==> src/rtl/writeback_unit.sv <==
// Register-file writeback arbiter: loads always win, ALU results queue in a
// 2-entry FIFO and drain in acceptance order. Load data is extracted/extended here.
module writeback_unit (
  input  logic        clk,
  input  logic        reset,
  input  logic        alu_valid,
  output logic        alu_ready,
  input  logic [4:0]  alu_rd,
  input  logic [31:0] alu_data,
  input  logic        ld_valid,
  output logic        ld_ready,
  input  logic [4:0]  ld_rd,
  input  logic [2:0]  ld_funct3,
  input  logic [1:0]  ld_addr_lo,
  input  logic [31:0] ld_word,
  output logic [4:0]  rd,
  output logic        write_enable,
  output logic [31:0] write_data,
  output logic [31:0] pending,
  output logic        load_fault
);

  typedef struct packed {
    logic [4:0]  rd;
    logic [31:0] data;
  } wb_ent_t;

  wb_ent_t     fifo_q [2];
  logic        head_q, tail_q;
  logic [1:0]  cnt_q, cnt_d;
  logic [4:0]  rd_q, rd_d;
  logic [31:0] data_q, data_d;
  logic        we_q, we_d, fault_q, fault_d;

  logic        alu_acc, ld_acc, pop, byp, push;
  logic        ld_ok;
  logic [31:0] ld_val;
  logic [7:0]  ld_byte;
  logic [15:0] ld_half;
  logic [31:0] pend;

  assign alu_ready = !reset && (cnt_q != 2'd2);
  assign ld_ready  = !reset;
  assign alu_acc   = alu_valid && alu_ready;
  assign ld_acc    = ld_valid && ld_ready;

  // Any accepted load owns the write slot, even a faulting or x0 one.
  assign pop  = !ld_acc && (cnt_q != 2'd0);
  assign byp  = !ld_acc && (cnt_q == 2'd0) && alu_acc && (alu_rd != 5'd0);
  assign push = alu_acc && (alu_rd != 5'd0) && !byp;

  assign ld_byte = 8'(ld_word >> {ld_addr_lo, 3'b000});
  assign ld_half = ld_addr_lo[1] ? ld_word[31:16] : ld_word[15:0];

  always_comb begin
    ld_ok  = 1'b1;
    ld_val = 32'd0;
    case (ld_funct3)
      3'b000: ld_val = {{24{ld_byte[7]}}, ld_byte};
      3'b100: ld_val = {24'd0, ld_byte};
      3'b001: begin ld_ok = !ld_addr_lo[0]; ld_val = {{16{ld_half[15]}}, ld_half}; end
      3'b101: begin ld_ok = !ld_addr_lo[0]; ld_val = {16'd0, ld_half}; end
      3'b010: begin ld_ok = (ld_addr_lo == 2'd0); ld_val = ld_word; end
      default: ld_ok = 1'b0;
    endcase
  end

  always_comb begin
    we_d    = 1'b0;
    rd_d    = 5'd0;
    data_d  = 32'd0;
    fault_d = 1'b0;
    if (ld_acc) begin
      if (!ld_ok) begin
        fault_d = 1'b1;
      end else if (ld_rd != 5'd0) begin
        we_d   = 1'b1;
        rd_d   = ld_rd;
        data_d = ld_val;
      end
    end else if (pop) begin
      we_d   = 1'b1;
      rd_d   = fifo_q[head_q].rd;
      data_d = fifo_q[head_q].data;
    end else if (byp) begin
      we_d   = 1'b1;
      rd_d   = alu_rd;
      data_d = alu_data;
    end
  end

  assign cnt_d = cnt_q + {1'b0, push} - {1'b0, pop};

  always_ff @(posedge clk) begin
    if (reset) begin
      head_q  <= 1'b0;
      tail_q  <= 1'b0;
      cnt_q   <= 2'd0;
      we_q    <= 1'b0;
      rd_q    <= 5'd0;
      data_q  <= 32'd0;
      fault_q <= 1'b0;
    end else begin
      if (pop)  head_q <= ~head_q;
      if (push) tail_q <= ~tail_q;
      cnt_q   <= cnt_d;
      we_q    <= we_d;
      rd_q    <= rd_d;
      data_q  <= data_d;
      fault_q <= fault_d;
    end
  end

  // Storage needs no reset; occupancy is tracked by cnt_q alone.
  always_ff @(posedge clk) begin
    if (push) fifo_q[tail_q] <= '{rd: alu_rd, data: alu_data};
  end

  always_comb begin
    pend = 32'd0;
    if (cnt_q != 2'd0) pend[fifo_q[head_q].rd]  = 1'b1;
    if (cnt_q == 2'd2) pend[fifo_q[~head_q].rd] = 1'b1;
    if (we_q)          pend[rd_q]               = 1'b1;
    pend[0] = 1'b0;
  end

  // Outputs are forced quiet for the whole reset cycle, not just after it.
  assign write_enable = we_q && !reset;
  assign rd           = reset ? 5'd0  : rd_q;
  assign write_data   = reset ? 32'd0 : data_q;
  assign load_fault   = fault_q && !reset;
  assign pending      = reset ? 32'd0 : pend;

endmodule

==> config.mk <==
export PLATFORM = sky130hd
export DESIGN_NAME = writeback_unit
export DESIGN_NICKNAME = d
export VERILOG_FILES = /design/src/rtl/writeback_unit.sv
export SDC_FILE = /design/constraint.sdc
export NUM_CORES = 1
export LEC_CHECK = 0
export CAP_MARGIN = 20
export CORE_UTILIZATION = 50
export DETAILED_ROUTE_END_ITERATION = 16
export GPL_TIMING_DRIVEN = 0
export PLACE_DENSITY = 0.81
export RECOVER_POWER = 100
export SLEW_MARGIN = 10
export SYNTH_ARGS = -nofsm -noshare
export SYNTH_HDL_FRONTEND = slang
export SYNTH_SLANG_ARGS = --single-unit
==> constraint.sdc <==
create_clock -name clk -period 11.15 [get_ports clk]
set_input_delay 3.345 -clock clk [delete_from_list [all_inputs] [get_ports clk]]
set_output_delay 3.345 -clock clk [all_outputs]
set_load 0.01 [all_outputs]
* Yosys cells after proc, flatten, opt, wreduce, memory -nomap -nowiden
Memory sizes are Yosys's and may differ from the RTL's. A register that Yosys moved wholly into a read port is not among the register bits.
Index checks and enable logic that the tools add are counted.
** Cells by class
- $add $sub $neg :: 2
- Magnitude comparators :: 6
- Equal/unequal tests :: 6
- Shift-type cells :: 1
- Multiplexer cells :: 35
- Bitwise operators :: 5
- Reductions and logical operators :: 27
** Operators with widths (number)
- 32-bit two-way mux :: 10
- 32-bit case mux with 5 select lines :: 1
- 32-bit bitwise OR :: 2
- 32-bit by 5-bit right shift with 8-bit output :: 1
- 5-bit two-way mux :: 6
- 5-bit by 6-bit < comparator with 1-bit output (second input constant) :: 3
- 16-bit two-way mux :: 1
- 1-bit demux with 5-bit select :: 3
- 5-bit by 1-bit >= comparator with 1-bit output (second input constant) :: 3
- 1-bit logical AND :: 14
- 1-bit two-way mux :: 13
- 5-bit nonzero test :: 2
- 3-bit == test (second input constant) :: 2
- 2-bit OR reduction :: 3
- 1-bit zero test :: 4
- 2-bit zero test :: 2
- 3-bit by 1-bit == test with 1-bit output (second input constant) :: 1
- 3-bit by 2-bit == test with 1-bit output (second input constant) :: 1
- 3-bit zero test :: 1
- 1-bit inverter :: 3
- 1-bit case mux with 3 select lines :: 1
- 2-bit by 1-bit adder with 2-bit output :: 1
- 2-bit == test (second input constant) :: 1
- 2-bit inequality test (second input constant) :: 1
- 2 further kinds :: 2
** Word-level totals
- Register bits after elaboration :: 43
- RAM bits :: 74
- Bits of input ports :: 83
- Output and inout port bits :: 73
- Logic and storage cells :: 90
- Memories :: 1
** Memory list
- fifo_q :: words 2, bits a word 37, rd ports 2, clocked after Yosys merged registers in 1, wr ports 1, RTL line 28 : wb_ent_t fifo_q [2];

* Logic depth before layout (Yosys ltp)
An unclocked memory read counts as a cell.
- Depth after elaboration :: 11
- Mapped depth :: 10
- Gate-level depth less buffers :: 10

* Worst setup path before layout
OpenSTA, ideal clock, no wires.
- Kind :: input to output
- Start point :: input reset
- End point :: output alu_ready
- Data arrival time :: 4279 ps
- Data required time :: 7805 ps
- Slack :: 3526 ps
- Stages :: 4
- Path buffers :: 3
- Path through :: clkbuf_1 > clkbuf_1 > buf_1 > nor2_1
** Between the ends
- Longest elaborated chain between the ends :: 2
** Ends and longest elaborated chain
- start: declaration :: RTL line 5 : input logic reset,
- 1-bit zero test :: RTL line 42 : assign alu_ready = !reset && (cnt_q != 2'd2);
- 1-bit logical AND :: RTL line 42
- end: declaration :: RTL line 7 : output logic alu_ready,
No other way between the ends.

* Worst setup path after layout
- Start point :: input reset
- End point :: output pending[31]
** Between the ends
- Longest elaborated chain between the ends :: 1
** Ends and longest elaborated chain
- 32-bit two-way mux :: RTL line 132 : assign pending = reset ? 32'd0 : pend;
- end: declaration :: RTL line 19 : output logic [31:0] pending,
No other way between the ends.

==> qor.csv <==
metric;value;unit
reg2reg_to;fifo_q[0][33];
slew-limit-headroom;-0.946;%
min_path_type;flop to flop;
top_layer_used;met4;
nets;883;
cts_hold_buf;0;
syn_avg_cell_area;9.99;µm²
numCtsBuffers;17;
synth_nets;708;
grt_pass1_vias;5754;
r2r_start;cnt_q[0];
synthSimpleGateAreaFrac;16.4;%
hold_end;tail_q;
setup_viol;0;
grt_pass1_wl;31500;µm
path_common_cell;clkbuf_1;
io_pins;156;
drtAntennaViolNets;0;
setup_tns;0;ns
synth_compound_area_share;20.4;%
cpPeakStageDelay;0.64;ns
period_share;84.2;%
vias_per_cell;6.11;
grt_max_degree;24;
port-buffer-count;154;
crit_path_max_fanout;10;
synth_top_family_by_area;compound AO/OA/AOI/OAI gates;
clk_pin_slew;0.06;ns
fp.coreArea;12100;µm²
drt_iter0_drc;500;
dieArea;12900;µm²
clock_latency;0.41;ns
routabilityCongestion;0.945;
synth_area_leader_cell;edfxtp_1;
cts_tree;yes;
grt_setup_unrepaired;no;
critPathSlowestCell;dlygate4sd3_1;
arrival;6.04;ns
synth_adder_area_share;0.402;%
yosys_most_used_dff;edfxtp_1;
die_x;114;µm
synth_cells;623;
path_class;input port to primary output;
synth-async-reset-ratio;0;%
die_h;114;µm
fin_area;8500;µm²
post_drt_wl_per_cell;21.1;µm
wl_met1;8080;µm
cts.sinks;118;
final.setup_skew;0.00631;ns
critPathLaunchType;input port;
place_hpwl;15200;µm
synth_edf_count;74;
irDropWorstVdd;0.138;mV
synth_area;6230;µm²
clockBufferDepth;2;
worst-slew-pin-transition;1.51;ns
drive_gt1_share;8.38;%
cts_max_level;4;
fin_crit;9.39;ns
gr-total-overflow;0;
critPathCaptureType;primary output;
final_cell_mix;dlygate4sd3_1 (111), a21oi_1 (84), edfxtp_1 (74);
min_from;tail_q;
ys_seq_area_share;49.8;%
synthDistinctLibCells;52;
netlist.area_leader.share;35.7;%
syn_to_final_growth;36.6;%
post-route-util;70.5;%
postCtsSetupBuffers;0;
start_util;51.6;%
regToRegSetupSlack;7.65;ns
yosys_warnings;0;
crit_chain;dlygate4sd3_1 -> clkbuf_1 -> clkbuf_1 -> clkbuf_1 -> a21oi_1 -> dlygate4sd3_1;
maxCapViolations;1;
routed-wl-met3;1700;µm
root_buffer;clkbuf_16;
fmax;107;MHz
fillers;918;
power_density;172;nW/µm²
worstPathRequired;7.81;ns
synth_xor_area_share;0.563;%
track_usage;32.6;%
finalHoldViolCount;0;
p_leak;0.00300;µW
holdPathStages;2;
placed_area;8030;µm²
rows;40;
wl_met2;10300;µm
antenna_found_initial;1;
synth_mux_area_share;8.62;%
worstRegToRegCells;5;
cts.repair.resized;0;
violations;capacitance limit, slew limit;
drt_wl_total;20700;µm
final_common_cell;dlygate4sd3_1;
first_pass_iters;8;
status;complete, but fails checks;
ys_ff_latch;118;
drcViolationCount;0;
netlist_top_cells_area;edfxtp_1 (36%), dfxtp_1 (14%), a21oi_1 (6.8%);
report.final.slew_viol_count;24;
via_count;5984;
[flip-flops by register name, indices dropped and copies added, names as in the netlist, named ones only]
signal	cells
head_q	1
fifo_q	74
cnt_q	2
we_q	1
tail_q	1
data_q	32
fault_q	1
rd_q	5
[power by group]
group	internal (µW)	switching (µW)	leakage, µW	total, µW
clock	304	194	0.000255	498
sequential	510	21.9	0.00103	532
combinational	176	260	0.00172	436
[how the worst max path moves through the flow]
| stage | startpoint | endpoint | slack, ns | cells past startpoint |
|---|---|---|---|---|
| 2_1_floorplan | reset | alu_ready | 3.53 | 4 |
| 6_report | reset | pending[31] | 1.76 | 6 |
| 5_1_grt | reset | alu_ready | 1.58 | 6 |
| 3_3_place_gp | reset | pending[31] | 2.03 | 6 |
| 3_5_place_dp | reset | pending[31] | 2.01 | 6 |
| 4_1_cts | reset | pending[31] | 2.00 | 6 |
[critical path, delay by kind of cell]
family / cells / cell delay (ns)
buffers and inverters: 5 / 2.57
AO/OA/AOI/OAI: 1 / 0.13
[layer usage]
metal / global-route usage (%) / vias up
met5: 0 / -
met4: 12.8 / 0
met2: 56.3 / 411
met3: 7.60 / 60
li1: - / 2691
met1: 39.5 / 2822
[Yosys cell counts (6+ instances only)]
cell type and n:
o21ai_0 6, nor3b_1 7, a221oi_1 8, a222oi_1 11, a22oi_1 31, mux2i_1 30
nor2_1 73, nand2_1 36, edfxtp_1 74, mux2_2 21, clkbuf_1 23, a32oi_1 9
a21oi_1 84, inv_1 10, nor2b_1 43, dfxtp_1 44, o22ai_1 26, buf_2 8
or2_1 6
[cell families after synthesis]
logic type | after synthesis
flip-flops | 118
other | 1
AND/OR/NAND/NOR | 202
AO/OA/AOI/OAI | 194
XOR/XNOR | 4
multiplexers | 51
adder cells (fa/ha/maj) | 2
buffers and inverters | 51
[area by class of cell]
| cell class | count | area, µm² | share of cell area (%) |
|---|---|---|---|
| well taps | 168 | 210 | 2.47 |
| clock buffers | 19 | 433 | 5.09 |
| clock inverters | 13 | 110 | 1.29 |
| inverters | 10 | 37.5 | 0.441 |
| diodes | 1 | 2.50 | 0.0294 |
| plain buffers | 41 | 178 | 2.09 |
| multi-input cells | 454 | 2880 | 33.9 |
| flip-flops and latches | 118 | 3100 | 36.5 |
| repair buffers | 156 | 1550 | 18.2 |
[metrics by stage]
stage          std cells  power [µW]  worst slack [ns]  hold slack [ns]
2_1_floorplan        623         813              3.53            0.498
3_3_place_gp         945         966              2.03            0.517
3_5_place_dp         947         976              2.01            0.608
4_1_cts              979        1470              2.00            0.616
5_1_grt              980        1520              1.58            0.617
6_report             980        1470              1.76            0.593
(Power assumes the default switching activity.)
